==> src/rtl/alu_pkg.sv <==
// Shared types and constants for the ALU issue stage: operand/command widths,
// operand-valid codes, multiply command numbers, FSM states and the request record.
package alu_pkg;

  localparam int DW = 8;
  localparam int CW = 4;

  typedef enum logic [1:0] {
    IV_NONE = 2'b00,
    IV_A    = 2'b01,
    IV_B    = 2'b10,
    IV_AB   = 2'b11
  } inp_valid_e;

  localparam logic [CW-1:0] CMD_MUL_INC = 4'd9;
  localparam logic [CW-1:0] CMD_MUL_SHL = 4'd10;

  typedef enum logic [1:0] {
    IDLE,
    ISSUE,
    WAIT
  } issue_state_t;

  typedef struct packed {
    logic          mode;
    logic [CW-1:0] cmd;
    logic [1:0]    inp_valid;
    logic [DW-1:0] opa;
    logic [DW-1:0] opb;
    logic          cin;
  } alu_req_t;

  // Multiplies are the only arithmetic commands with the longer ALU latency.
  function automatic logic is_mul(input logic mode, input logic [CW-1:0] cmd);
    return mode && ((cmd == CMD_MUL_INC) || (cmd == CMD_MUL_SHL));
  endfunction

endpackage

==> src/rtl/alu_req_fifo.sv <==
// Request buffer in front of the ALU issue FSM. Pointers carry one extra wrap bit
// so full and empty are told apart by comparing the MSBs.
module alu_req_fifo
  import alu_pkg::*;
#(
  parameter int DEPTH = 4
) (
  input  logic     clk_i,
  input  logic     rst_ni,
  input  logic     flush_i,
  input  logic     push_i,
  input  logic     pop_i,
  input  alu_req_t data_i,
  output alu_req_t data_o,
  output logic     full_o,
  output logic     empty_o
);

  localparam int AW = $clog2(DEPTH);
  localparam logic [AW:0] PTR_ONE = 1;

  alu_req_t    mem_q [DEPTH];
  logic [AW:0] wr_ptr_q, wr_ptr_d;
  logic [AW:0] rd_ptr_q, rd_ptr_d;
  logic        do_push, do_pop;

  assign full_o  = (wr_ptr_q[AW] != rd_ptr_q[AW]) && (wr_ptr_q[AW-1:0] == rd_ptr_q[AW-1:0]);
  assign empty_o = (wr_ptr_q == rd_ptr_q);
  assign do_push = push_i && !full_o;
  assign do_pop  = pop_i && !empty_o;
  assign data_o  = mem_q[rd_ptr_q[AW-1:0]];

  // Pointer update; flush wins over any push or pop in the same cycle.
  always_comb begin
    wr_ptr_d = wr_ptr_q;
    rd_ptr_d = rd_ptr_q;
    if (flush_i) begin
      wr_ptr_d = '0;
      rd_ptr_d = '0;
    end else begin
      if (do_push) wr_ptr_d = wr_ptr_q + PTR_ONE;
      if (do_pop)  rd_ptr_d = rd_ptr_q + PTR_ONE;
    end
  end

  // Pointer registers, cleared by reset.
  always_ff @(posedge clk_i or negedge rst_ni) begin
    if (!rst_ni) begin
      wr_ptr_q <= '0;
      rd_ptr_q <= '0;
    end else begin
      wr_ptr_q <= wr_ptr_d;
      rd_ptr_q <= rd_ptr_d;
    end
  end

  // Storage write; contents need no reset since the pointers gate every read.
  always_ff @(posedge clk_i) begin
    if (do_push && !flush_i) mem_q[wr_ptr_q[AW-1:0]] <= data_i;
  end

endmodule

==> src/rtl/alu_issue_ctrl.sv <==
// ALU issue stage: buffers requests, drives the ALU pins one op at a time with a
// single-cycle CE, and pulses EXP_VALID in the cycle the ALU result is valid.
module alu_issue_ctrl
  import alu_pkg::*;
#(
  parameter int DEPTH    = 4,
  parameter int BASE_LAT = 1,
  parameter int MUL_LAT  = 2
) (
  input  logic          clk_i,
  input  logic          rst_ni,
  input  logic          flush_i,
  input  logic          req_valid_i,
  output logic          req_ready_o,
  input  logic          req_mode_i,
  input  logic [CW-1:0] req_cmd_i,
  input  logic [1:0]    req_inp_valid_i,
  input  logic [DW-1:0] req_opa_i,
  input  logic [DW-1:0] req_opb_i,
  input  logic          req_cin_i,
  output logic          ce_o,
  output logic          mode_o,
  output logic [CW-1:0] cmd_o,
  output logic [1:0]    inp_valid_o,
  output logic [DW-1:0] opa_o,
  output logic [DW-1:0] opb_o,
  output logic          cin_o,
  output logic          exp_valid_o,
  output logic          busy_o,
  output logic [15:0]   issue_cnt_o
);

  issue_state_t state_q, state_d;
  logic [7:0]   rem_q, rem_d;
  logic         ce_q, ce_d;
  logic         exp_q, exp_d;
  alu_req_t     req_q, req_d;
  logic [15:0]  cnt_q, cnt_d;
  logic         start;

  alu_req_t     fifo_in, fifo_head;
  logic         fifo_full, fifo_empty;

  // Cycles from the CE cycle to the cycle the ALU result is valid.
  function automatic logic [7:0] lat_of(input alu_req_t r);
    return is_mul(r.mode, r.cmd) ? 8'(MUL_LAT) : 8'(BASE_LAT);
  endfunction

  assign fifo_in = '{mode: req_mode_i, cmd: req_cmd_i, inp_valid: req_inp_valid_i,
                     opa: req_opa_i, opb: req_opb_i, cin: req_cin_i};

  alu_req_fifo #(.DEPTH(DEPTH)) u_fifo (
    .clk_i   (clk_i),
    .rst_ni  (rst_ni),
    .flush_i (flush_i),
    .push_i  (req_valid_i),
    .pop_i   (start),
    .data_i  (fifo_in),
    .data_o  (fifo_head),
    .full_o  (fifo_full),
    .empty_o (fifo_empty)
  );

  // Next state: rem_q counts edges left until the result cycle; the edge that
  // enters the result cycle may also pop the next op so CE lands on EXP_VALID.
  always_comb begin
    state_d = state_q;
    rem_d   = rem_q;
    ce_d    = 1'b0;
    exp_d   = 1'b0;
    req_d   = req_q;
    cnt_d   = cnt_q;
    start   = 1'b0;
    if (flush_i) begin
      state_d         = IDLE;
      req_d.inp_valid = IV_NONE;
    end else begin
      unique case (state_q)
        IDLE: start = !fifo_empty;
        ISSUE, WAIT: begin
          if (rem_q <= 8'd1) begin
            exp_d = 1'b1;
            if (!fifo_empty) begin
              start = 1'b1;
            end else begin
              state_d         = IDLE;
              req_d.inp_valid = IV_NONE;
            end
          end else begin
            rem_d   = rem_q - 8'd1;
            state_d = WAIT;
          end
        end
        default: state_d = IDLE;
      endcase
      if (start) begin
        state_d = ISSUE;
        ce_d    = 1'b1;
        req_d   = fifo_head;
        cnt_d   = cnt_q + 16'd1;
        rem_d   = lat_of(fifo_head);
      end
    end
  end

  // State, counters and registered ALU-side outputs.
  always_ff @(posedge clk_i or negedge rst_ni) begin
    if (!rst_ni) begin
      state_q <= IDLE;
      rem_q   <= '0;
      ce_q    <= 1'b0;
      exp_q   <= 1'b0;
      req_q   <= '0;
      cnt_q   <= '0;
    end else begin
      state_q <= state_d;
      rem_q   <= rem_d;
      ce_q    <= ce_d;
      exp_q   <= exp_d;
      req_q   <= req_d;
      cnt_q   <= cnt_d;
    end
  end

  assign req_ready_o = !fifo_full;
  assign ce_o        = ce_q;
  assign mode_o      = req_q.mode;
  assign cmd_o       = req_q.cmd;
  assign inp_valid_o = req_q.inp_valid;
  assign opa_o       = req_q.opa;
  assign opb_o       = req_q.opb;
  assign cin_o       = req_q.cin;
  assign exp_valid_o = exp_q;
  assign busy_o      = !fifo_empty || (state_q != IDLE);
  assign issue_cnt_o = cnt_q;

endmodule

==> config.mk <==
export PLATFORM = sky130hd
export DESIGN_NAME = alu_issue_ctrl
export DESIGN_NICKNAME = d
export VERILOG_FILES = /design/src/rtl/alu_pkg.sv /design/src/rtl/alu_req_fifo.sv /design/src/rtl/alu_issue_ctrl.sv
export SDC_FILE = /design/constraint.sdc
export NUM_CORES = 1
export LEC_CHECK = 0
export ABC_AREA = 1
export BUFFER_PORTS_ARGS = -buffer_cell sky130_fd_sc_hd__buf_2
export CAP_MARGIN = 20
export CORE_UTILIZATION = 55
export DETAILED_ROUTE_END_ITERATION = 8
export PLACE_DENSITY_LB_ADDON = 0.1
export SETUP_SLACK_MARGIN = 0.15
export SLEW_MARGIN = 15
export SYNTH_ARGS = -nofsm -noshare
export SYNTH_HDL_FRONTEND = slang
export SYNTH_SLANG_ARGS = --single-unit
==> constraint.sdc <==
create_clock -name clk_i -period 2.6 [get_ports clk_i]
set_input_delay 0.26 -clock clk_i [delete_from_list [all_inputs] [get_ports clk_i]]
set_output_delay 0.26 -clock clk_i [all_outputs]
set_load 0.005 [all_outputs]
==> impl_metrics.ini <==
[run_status]
status = finished with violations
violations = DRC

[setup_path]
required_ns = 2.73
path_class = flip-flop to flip-flop
cp-start-kind = flip-flop
crit_path_end_kind = flip-flop
cp_max_fo = 12
cp.arrival_ns = 2.30

[drt]
drt-total-wl_um = 13600
num_vias = 4689
dr.pass1.iters = 6
highest-signal-layer = met4
routed-wl-met2_um = 6610
wl_met3_um = 595
drc = 8
drtIter0Drc = 315
postRouteAntennaNets = 0
m1WireLength_um = 6040
avgRoutedWirePerCell_um = 15.4
avgViaCountPerCell = 5.34

[clock_network]
postCtsHoldBufs = 1
clockBufferDepth = 2
cts_sinks = 154
clk_pin_slew_worst_paths_ns = 0.06
cts-root-buf = clkbuf_16
post-cts-setup-buffers = 0
cts_tree = done
clk_latency_ns = 0.43
cts_buffers = 17
h-tree-depth = 4
cts_resized = 0

[timing]
rsz0062_at_grt = false
fmax_mhz = 461
fin_crit_sh_pct = 83.5
fin_tns_setup_ns = 0
relSlewSlack_pct = 46.6
hold_viol_final = 0
finalClockSkew_ns = 0.0151
setup_violations = 0
tightest_slew_ns = 0.801
period_needed_ns = 2.17
final-max-slew-violation-count = 0

[final_layout]
syn2layout_area_growth_pct = 17.6
drive_above_1_share_pct = 17.0
fin_nets = 760
antennaDiodeCount = 0
fin_util_pct = 67.1
final_cells = 878

[pwr]
combPwrFrac_pct = 27.0
p_sw_w = 0.00255
p_sw_share_pct = 32.3
ir_worst_vdd_mv = 0.515
power.density_mw_per_mm2 = 1020
intPower_w = 0.00537
fin_total_pwr_w = 0.00792
p_seq_share_pct = 40.4
power.leakage_nw = 3.46
clkPwrFrac_pct = 32.6

[floorplan]
num_io_pins = 72
die_h_um = 111
rows = 39
die_area_mm2 = 0.0124
core-area_mm2 = 0.0115
start_util_pct = 57.1
fp.dieW_um = 111

[worst_hold_path]
hp-class = primary input to flip-flop

[grt]
antenna_found_initial = 0
grt_pass1_vias = 4688
grt_start_max_net_pins = 52
overflow = 0
track_usage_pct = 24.0
grt_pass1_wl_um = 22800

[run]
cap_violations = 0

[synthesis]
synth.avg_cell_area_um2 = 10.2
synth_cell_types = 25
syn_nets = 680
ys_ff_latch = 154
netlist_instances = 642
synthesis.area_mm2 = 0.00657
ys.warnings.count = 0
yosysSeqAreaShare_pct = 65.9

[place]
place_congestion = 0.908
place_inst = 845
place_hpwl_um = 8670
portBuffers = 71
-- cells by family after synthesis --
| group | share of synthesized area [%] |
|---|---|
| compound gates | 7.10 |
| xor+xnor | 1.60 |
| fa+ha+maj | 1.90 |
| buf+inv | 5.48 |
| flops | 65.9 |
| simple gates | 18.0 |
-- stage by stage --
step	setup WS, ns	cell area [um2]	hold slack, ns
floorplan	0.146	6570	-0.0356
global placement	0.469	7100	0.381
detailed placement	0.435	7100	0.397
CTS	0.417	7730	0.0451
global route	0.174	7730	0.0462
finish	0.429	7730	0.0485
-- path summary, 6_finish.rpt --
path                       slack (ns)                 end                from  cells past startpoint
setup / recovery                 0.43  u_fifo.mem_q[3][8]  u_fifo.rd_ptr_q[1]                      9
hold / removal                   0.05  u_fifo.mem_q[0][2]        req_opb_i[1]                      1
setup reg to reg                 0.43  u_fifo.mem_q[3][8]  u_fifo.rd_ptr_q[1]                      9
hold reg to reg                  0.47            cmd_o[3]            cmd_o[3]                      2
max in group asynchronous        1.37     issue_cnt_o[10]              rst_ni                      3
min in group asynchronous        0.47            cmd_o[3]              rst_ni                      2
-- flip-flops by register name, indices dropped and copies added (netlist names) --
name and flops:
ce_o 1, cin_o 1, cmd_o 4, exp_valid_o 1
inp_valid_o 2, issue_cnt_o 16, mode_o 1, opa_o 8
opb_o 8, rem_q 8, state_q 2, u_fifo.mem_q 96
u_fifo.rd_ptr_q 3, u_fifo.wr_ptr_q 3
-- worst max-delay path, cell delays in order (launching register included) --
cell	delay (ns)
dfrtp_1	0.56
inv_1	0.10
nand2_1	0.08
nand2_1	0.07
nand3_1	0.10
nand2_1	0.07
inv_1	0.09
nand2_1	0.16
nor2_2	0.38
buf_4	0.26
-- cells in the final DEF, fill, tap and decap left out, types with 14 or more instances in the layout --
master and count:
nand3_1 31, o22ai_1 17, clkbuf_16 17, nor2_1 62
o21ai_0 51, edfxtp_1 96, buf_4 14, buf_2 71
inv_1 56, dfrtp_1 58, nand2_1 181
-- power groups by stage --
stage / clock network [W] / registers (W) / logic [W]
CTS: 0.00261 / 0.00320 / 0.00217
finish: 0.00258 / 0.00320 / 0.00214
global route: 0.00271 / 0.00325 / 0.00246
global placement: 0 / 0.00323 / 0.00209
detailed placement: 0 / 0.00324 / 0.00215
floorplan: 0 / 0.00323 / 0.00145
-- cell usage after synthesis (all sizes together) --
| cell | instances | area (um2) |
|---|---|---|
| nand3b | 1 | 7.51 |
| nand3 | 33 | 175 |
| nor4 | 1 | 6.26 |
| nand4 | 4 | 25.0 |
| nor2 | 66 | 248 |
| o22ai | 17 | 106 |
| dfrtp | 58 | 1450 |
| clkbuf | 7 | 26.3 |
| ha | 10 | 125 |
| edfxtp | 96 | 2880 |
| nand2 | 181 | 679 |
| inv | 59 | 221 |
| buf | 19 | 113 |
| o21ai | 61 | 305 |
| a32o | 2 | 20.0 |
| nor3 | 8 | 40.0 |
| xnor2 | 3 | 26.3 |
| xor2 | 9 | 78.8 |
| a21oi | 7 | 35.0 |
-- routing by layer --
layer,global-route usage [%],up-vias
met5,0,-
met4,10.7,0
met3,4.92,23
met2,39.0,122
met1,31.6,2245
li1,-,2299
-- layout make-up --
cell class,instances,area [um2]
tap,143,179
multi-input combinational,403,1890
inverter,59,221
sequential,154,4330
timing repair buffer,87,490
clock inverter,12,173
clock buffer,20,447
fill,903,3780
Power figures use the tool's default switching activity.
